**src/rtl/gomoku_pkg.sv**
```systemverilog
// Shared types and constants for the gomoku front-panel input controller.
// Optional feature macro: GOMOKU_AUTOREPEAT_EN (auto-repeat of held direction buttons).
package gomoku_pkg;

  // Controller FSM states
  typedef enum logic [1:0] {
    NAV  = 2'd0,
    REQ  = 2'd1,
    WAIT = 2'd2
  } state_e;

  // Resolved command after priority selection among simultaneous pulses
  typedef enum logic [2:0] {
    CMD_NONE   = 3'd0,
    CMD_CENTER = 3'd1,
    CMD_UP     = 3'd2,
    CMD_DOWN   = 3'd3,
    CMD_LEFT   = 3'd4,
    CMD_RIGHT  = 3'd5
  } cmd_e;

  // Button indices into the conditioned pulse vector
  localparam int BTN_C   = 0;
  localparam int BTN_U   = 1;
  localparam int BTN_D   = 2;
  localparam int BTN_L   = 3;
  localparam int BTN_R   = 4;
  localparam int NUM_BTN = 5;

  localparam int BOARD_N_DEF = 15;

  // Width of a board coordinate for a board of side n
  function automatic int coord_w(input int n);
    return (n > 1) ? $clog2(n) : 1;
  endfunction

endpackage

```
**src/rtl/gomoku_input_ctrl_btn_cond.sv**
```systemverilog
// Per-button conditioning: 2-FF synchroniser, debounce, rising-edge pulse.
// With GOMOKU_AUTOREPEAT_EN defined and RPT_EN set, a held button also emits
// a pulse REPEAT_DLY cycles after its press pulse and every REPEAT_PER after that.
module btn_cond #(
  parameter int DEBOUNCE_CYC = 250000
`ifdef GOMOKU_AUTOREPEAT_EN
  ,
  parameter int REPEAT_DLY   = 50000000,
  parameter int REPEAT_PER   = 15000000,
  parameter bit RPT_EN       = 1'b1
`endif
) (
  input  logic clk,
  input  logic rst,
  input  logic raw,
  output logic pulse
);

  localparam int DW = (DEBOUNCE_CYC > 1) ? $clog2(DEBOUNCE_CYC) : 1;

  logic          sync1;
  logic          sync2;
  logic          acc;
  logic          acc_d;
  logic [DW-1:0] cnt;
  logic          press;
  logic          next_pulse;

  // First cycle in which the accepted level is high after having been low
  assign press = acc & ~acc_d;

  // Two-stage synchroniser for the asynchronous raw button
  // NOTE: sequential state uses non-blocking assignments so every flop samples pre-edge values.
  always_ff @(posedge clk) begin
    if (!rst) begin
      sync1 <= 1'b0;
      sync2 <= 1'b0;
    end else begin
      sync1 <= raw;
      sync2 <= sync1;
    end
  end

  // Debounce: count while the synchronised level disagrees with the accepted one,
  // restart whenever they agree again, and accept after DEBOUNCE_CYC stable cycles
  always_ff @(posedge clk) begin
    if (!rst) begin
      cnt <= '0;
      acc <= 1'b0;
    end else if (sync2 == acc) begin
      cnt <= '0;
    end else if (cnt == DW'(DEBOUNCE_CYC - 1)) begin
      acc <= sync2;
      cnt <= '0;
    end else begin
      cnt <= cnt + 1'b1;
    end
  end

`ifdef GOMOKU_AUTOREPEAT_EN
  logic rpt_fire;

  if (RPT_EN) begin : g_rpt
    localparam int RMAX = (REPEAT_DLY > REPEAT_PER) ? REPEAT_DLY : REPEAT_PER;
    localparam int RW   = (RMAX > 1) ? $clog2(RMAX) : 1;

    logic [RW-1:0] rpt_cnt;
    logic          held;

    // Held means accepted high and the synchroniser still sees the button down,
    // so a release stops repeats at once rather than after the release debounce
    assign held     = acc & sync2;
    assign rpt_fire = held & ~press & (rpt_cnt == '0);

    // Repeat timer: reload on the press pulse and after each repeat, count down while held
    always_ff @(posedge clk) begin
      if (!rst) begin
        rpt_cnt <= RW'(REPEAT_DLY - 1);
      end else if (!held || press) begin
        rpt_cnt <= RW'(REPEAT_DLY - 1);
      end else if (rpt_fire) begin
        rpt_cnt <= RW'(REPEAT_PER - 1);
      end else begin
        rpt_cnt <= rpt_cnt - 1'b1;
      end
    end
  end else begin : g_no_rpt
    assign rpt_fire = 1'b0;
  end

  assign next_pulse = press | rpt_fire;
`else
  assign next_pulse = press;
`endif

  // Registered one-cycle output pulse and accepted-level history
  always_ff @(posedge clk) begin
    if (!rst) begin
      acc_d <= 1'b0;
      pulse <= 1'b0;
    end else begin
      acc_d <= acc;
      pulse <= next_pulse;
    end
  end

endmodule

```
**src/rtl/gomoku_input_ctrl.sv**
```systemverilog
// Gomoku front-panel input controller: five conditioned buttons, fixed
// priority, wrapping cursor and a valid/ready move handoff to the engine.
// Optional feature macro: GOMOKU_AUTOREPEAT_EN (direction auto-repeat).
module gomoku_input_ctrl
  import gomoku_pkg::*;
#(
  parameter int BOARD_N      = BOARD_N_DEF,
  parameter int DEBOUNCE_CYC = 250000,
  parameter int REPEAT_DLY   = 50000000,
  parameter int REPEAT_PER   = 15000000
) (
  input  logic                          clk,
  input  logic                          rst,
  input  logic                          btn_up,
  input  logic                          btn_down,
  input  logic                          btn_left,
  input  logic                          btn_right,
  input  logic                          btn_center,
  input  logic                          turn_human,
  input  logic                          move_ready,
  output logic [coord_w(BOARD_N)-1:0]   cur_x,
  output logic [coord_w(BOARD_N)-1:0]   cur_y,
  output logic                          move_valid,
  output logic [coord_w(BOARD_N)-1:0]   move_x,
  output logic [coord_w(BOARD_N)-1:0]   move_y,
  output logic                          busy
);

  localparam int            CW    = coord_w(BOARD_N);
  localparam logic [CW-1:0] MAX_C = CW'(BOARD_N - 1);
  localparam logic [CW-1:0] MID_C = CW'(BOARD_N / 2);

  logic [NUM_BTN-1:0] raw;
  logic [NUM_BTN-1:0] pulse;
  cmd_e               cmd;
  state_e             state_q;
  state_e             state_d;
  logic               th_prev;
  logic               turn_rise;
  logic [CW-1:0]      cur_x_d;
  logic [CW-1:0]      cur_y_d;
  logic [CW-1:0]      move_x_d;
  logic [CW-1:0]      move_y_d;

  assign raw[BTN_C] = btn_center;
  assign raw[BTN_U] = btn_up;
  assign raw[BTN_D] = btn_down;
  assign raw[BTN_L] = btn_left;
  assign raw[BTN_R] = btn_right;

  for (genvar i = 0; i < NUM_BTN; i++) begin : g_btn
    btn_cond #(
      .DEBOUNCE_CYC (DEBOUNCE_CYC)
`ifdef GOMOKU_AUTOREPEAT_EN
      ,
      .REPEAT_DLY   (REPEAT_DLY),
      .REPEAT_PER   (REPEAT_PER),
      .RPT_EN       (bit'(i != BTN_C))
`endif
    ) u_btn (
      .clk   (clk),
      .rst   (rst),
      .raw   (raw[i]),
      .pulse (pulse[i])
    );
  end

  assign turn_rise = turn_human & ~th_prev;

  function automatic logic [CW-1:0] dec_wrap(input logic [CW-1:0] v);
    return (v == '0) ? MAX_C : v - 1'b1;
  endfunction

  function automatic logic [CW-1:0] inc_wrap(input logic [CW-1:0] v);
    return (v == MAX_C) ? '0 : v + 1'b1;
  endfunction

  // Fixed priority: center > up > down > left > right; lower pulses are dropped
  always_comb begin
    cmd = CMD_NONE;
    if      (pulse[BTN_C]) cmd = CMD_CENTER;
    else if (pulse[BTN_U]) cmd = CMD_UP;
    else if (pulse[BTN_D]) cmd = CMD_DOWN;
    else if (pulse[BTN_L]) cmd = CMD_LEFT;
    else if (pulse[BTN_R]) cmd = CMD_RIGHT;
  end

  // Next-state, cursor and move latch decode
  // NOTE: every signal gets a default before the case so no path leaves it unassigned (no latches).
  always_comb begin
    state_d  = state_q;
    cur_x_d  = cur_x;
    cur_y_d  = cur_y;
    move_x_d = move_x;
    move_y_d = move_y;
    case (state_q)
      NAV: begin
        case (cmd)
          CMD_CENTER: begin
            if (turn_human) begin
              move_x_d = cur_x;
              move_y_d = cur_y;
              state_d  = REQ;
            end
          end
          CMD_UP:    cur_y_d = dec_wrap(cur_y);
          CMD_DOWN:  cur_y_d = inc_wrap(cur_y);
          CMD_LEFT:  cur_x_d = dec_wrap(cur_x);
          CMD_RIGHT: cur_x_d = inc_wrap(cur_x);
          default:   ;
        endcase
      end
      // move_valid is high for the whole of REQ, so move_ready alone completes the handshake
      REQ:     if (move_ready) state_d = WAIT;
      WAIT:    if (turn_rise)  state_d = NAV;
      default: state_d = NAV;
    endcase
  end

  // State, cursor, move latch and registered decodes of the next state
  always_ff @(posedge clk) begin
    if (!rst) begin
      state_q    <= NAV;
      cur_x      <= MID_C;
      cur_y      <= MID_C;
      move_x     <= '0;
      move_y     <= '0;
      move_valid <= 1'b0;
      busy       <= 1'b0;
      th_prev    <= 1'b0;
    end else begin
      state_q    <= state_d;
      cur_x      <= cur_x_d;
      cur_y      <= cur_y_d;
      move_x     <= move_x_d;
      move_y     <= move_y_d;
      move_valid <= (state_d == REQ);
      busy       <= (state_d != NAV);
      th_prev    <= turn_human;
    end
  end

endmodule

```
**config.mk**
```make
export PLATFORM = sky130hd
export DESIGN_NAME = gomoku_input_ctrl
export DESIGN_NICKNAME = d
export VERILOG_FILES = /design/src/rtl/gomoku_pkg.sv /design/src/rtl/gomoku_input_ctrl_btn_cond.sv /design/src/rtl/gomoku_input_ctrl.sv
export SDC_FILE = /design/constraint.sdc
export NUM_CORES = 1
export LEC_CHECK = 0
export ABC_AREA = 1
export BUFFER_PORTS_ARGS = -buffer_cell sky130_fd_sc_hd__buf_2
export CORE_MARGIN = 2
export CORE_UTILIZATION = 40
export CTS_BUF_LIST = sky130_fd_sc_hd__clkbuf_2
export DETAILED_ROUTE_END_ITERATION = 10
export PLACE_DENSITY = 0.65
export SYNTH_ARGS = -nofsm -noshare
export SYNTH_HDL_FRONTEND = slang
export SYNTH_HIERARCHICAL = 1
export SYNTH_SLANG_ARGS = --single-unit
```
**constraint.sdc**
```tcl
create_clock -name clk -period 1.6 [get_ports clk]
set_clock_uncertainty 0.1 [all_clocks]
set_input_delay 0.32 -clock clk [delete_from_list [all_inputs] [get_ports clk]]
set_output_delay 0.32 -clock clk [all_outputs]
set_load 0.005 [all_outputs]
```
==> impl_results.md <==
- Hpwl dp: between 9000 and 10000 um
- Worst hold start: btn_left
- Failing checks: setup timing
- Primary FF master, synth: dfxtp_1
- Buffer and inverter count on the worst path: 1
- Core area: 16640 sq um
- Post-synth EDFFs: 0
- Drt first-iter violations: 270
- Final nets: 1026
- Req. time, crit path: approximately 1.2 ns
- TritonCTS clock tree: yes
- Post-DP Area: between 7000 and 8000 sq um
- Worst setup margin: -0.003221 ns
- Max FO, Critical Path: 2
- DRC Markers: 0
- Routed len/inst: 10.63 um
- H-tree Lvls: 4
- Final period utilization: 100.2%
- Leak Pwr: approximately 0.0028 uW
- CP cell instances: buf_6
- Clock Latency Late Sink: between 0.6 and 0.7 ns
- Final wirelength: approximately 13000 um
- Routed vias: 5702
- Post-synthesis average cell area: around 7.4 sq um
- Cells after Synth: 927
- Setup Viol. Count Final: 4
- RSZ-0062 raised after global routing: true
- I/O Pins: 27
- Max VDD drop: 662.4 uV
- Post-Place Cells: roughly 1200
- Combinational family with the most area after synthesis: simple AND/OR/NAND/NOR gates
- Post-synthesis simple-gate area fraction: between 30 and 40%
- Worst Setup SP: cur_x[1]
- ANT nets after route: 0
- Total track usage: between 15 and 20%
- Min Tclk post-route: between 1.5 and 2 ns
- Remaining Overflow, GRT: 0
- Hold Path Class: primary input to flip-flop
- Post-Synth XOR/XNOR Area: 5.896%
- Synth top area share: around 40%
- Critical Path End Type: output pin
- Largest net degree at the start of global routing: 19
- Max Cap Viol: 0
- Worst-margin pin slew: roughly 0.45 ns
- DIE AREA: 18140 sq um
- Synth warn: 6
- Largest cells by area after synthesis: dfxtp_1 40%, nand2_1 12%, nor2_1 7.5%, nor2_2 5.1%, inv_1 4.7%
- Crit-path slowest cell: dfxtp_4
- Starting Density: 41.06%
- Antenna violations before repair: 1
- Yosys top cell by area: dfxtp_1
- Slew headroom: between 60% and 70%
- GP Congestion: 0.8302
- Power density over cell area: 715.1 nW/um^2
- Port bufs: 26
- Die width: 134.7 um
- CTS Root Buffer Type: clkbuf_2
- Syn nets: 950
- # rows: between 40 and 50
- Synth Area in Adders: under 10%
- Clk buf depth: 2
- Largest delay share family, worst path: flip-flops
- Status: finished with violations
- CTS clk-pin slew, worst paths: approximately 0.19 ns
- Finished Cell Area: 7909 sq um
- Max-slew violation count: 0
- Fmax: between 0.6 and 0.7 GHz
- Startpoint Class: flip-flop
- Reg-to-Reg Start: cur_y[0]
- Area Growth Syn to Fin: 15.75%
- First-pass GRT wire length: about 23000 um
- Library cells used by synthesis: 31
- Final hold vios: 0
- Crit path largest cell delay: 0.40 ns
- Synthesized flop and latch total: ~140
- Vias in the first global route: 5337
- Via density: roughly 4.6
- Mux cell area share after synthesis: 0%
- Critical path arrival: approximately 1.2 ns
- FFs w/ async S/R, synth: 0%
- Setup TNS: -0.007366 ns
- Post-synthesis sequential area ratio: 39.85%
- Share of cells above drive strength 1: a little over a fifth
- WS Path Type: flip-flop to output pin
- Die H: 134.7 um
- Syn Std Cell Area: 6833 sq um
- Post-synthesis compound-gate area fraction: approximately 7.0%
- Sink Count: 136
- Inserted Clock Buffers: 17
- Fin cells: ~1200
- Initial DRT Pass Iterations: 4
==> sequential cells by signal, summed over array words and instances, names as in the netlist <==
name,flops
th_prev,1
g_btn.u_btn/sync2,5
move_y,4
g_btn.u_btn/sync1,5
move_valid,1
g_btn.u_btn/acc,5
g_btn.u_btn/cnt,90
cur_x,4
cur_y,4
move_x,4
g_btn.u_btn/acc_d,5
state_q,2
g_btn.u_btn/pulse,5
busy,1
==> metrics by stage <==
step / hold WS [ns] / power (uW) / worst slack, ns / utilization, %
2_1_floorplan: 0.2681 / 3553 / 0.1021 / -
3_3_place_gp: 0.2717 / 3590 / 0.09383 / 43.45
3_5_place_dp: 0.2753 / 3591 / 0.04808 / 43.45
4_1_cts: 0.1875 / 5744 / -0.07551 / 46.64
5_1_grt: 0.2380 / 5896 / -0.08820 / 47.52
6_report: 0.2621 / 5656 / -0.003221 / 47.52
==> final cells by class <==
cell class              count  area, sq um
inverters                  96        367.9
clock buffers              19        95.09
clock inverters            13        155.1
fillers                  1659         8733
flip-flops and latches    136         2765
diodes                      1        2.502
repair buffers             65        534.3
well taps                 220        275.3
multi-input cells         687         3714
==> worst paths after layout <==
kind         slack [ns]                   end  cells past startpoint
min reg2reg        0.28  g_btn[0].u_btn/pulse                      1
min                0.26  g_btn[3].u_btn/sync1                      4
max              -0.003              cur_x[1]                      1
max reg2reg        0.05              cur_y[3]                     10
==> kinds of logic (layout without fill, tap and decap cells) <==
group           after synthesis  count (layout)
simple gates                532             532
xor+xnor                     46              46
other cells                   0               1
compound gates               95              95
flops                       136             136
buf+inv                     104             193
fa+ha+maj                    14              14
==> cell usage after synthesis, drive strengths merged (7+ instances only) <==
| library cell | instances |
|---|---|
| nand2 | 233 |
| nor2 | 204 |
| dfxtp | 136 |
| inv | 93 |
| nand3 | 63 |
| a21oi | 60 |
| xor2 | 35 |
| o21ai | 33 |
| or2 | 15 |
| ha | 14 |
| xnor2 | 11 |
| nand4 | 9 |
| buf | 7 |
==> repair_timing <==
item / 4_1_cts / 5_1_grt
pin swaps: 0 / 3
setup endpoints to repair: 18 / 108
hold buffers: 13 / 0
hold endpoints to repair: 35 / 0
gates resized for setup: 35 / 26
buffers inserted: 9 / 5
==> report_power, final <==
group | internal (uW) | switching (uW) | total [uW]
logic | 58.6 | 76.8 | 135
clock network | 874 | 1250 | 2120
registers | 3390 | 5.37 | 3400
total | 4330 | 1330 | 5660
==> routing by layer <==
metal	global-route usage (%)	routed length, um	up-vias
met5	0	0	-
met4	5.029	174	0
met3	3.604	461	15
met2	25.18	6041	78
met1	19.41	6470	2543
li1	-	-	3066
==> cells in the final DEF, fill, tap and decap left out, types with 2 or more instances in the layout <==
master         Yosys  routed
nand2_2           11      11
clkinv_2           1       5
nand3_2            7       8
a21oi_1           60      60
or2_0             15      15
bufinv_16          0       3
nor2_1           136     133
xnor2_1           11      11
ha_2               0       5
clkbuf_2           0      19
dlygate4sd3_1      0      13
nand2_1          217     217
inv_2              7       8
ha_1              14       7
buf_4              0      25
nand3b_4           5       5
buf_2              1      14
dfxtp_4            0       8
clkinv_4           0       3
dfxtp_2            0      10
ha_4               0       2
clkinvlp_4         0       3
dfxtp_1          136     118
o21ai_1           14      15
o21ai_0           19      18
nand2_8            0       4
nand3_1           56      55
nor2_4            12      12
nor3_1             2       2
xor2_1            35      35
inv_1             86      83
nand4_1            8       8
nor2_2            56      59
clkinv_1           2       3
buf_6              1      13
Power figures use the tool's default switching activity.
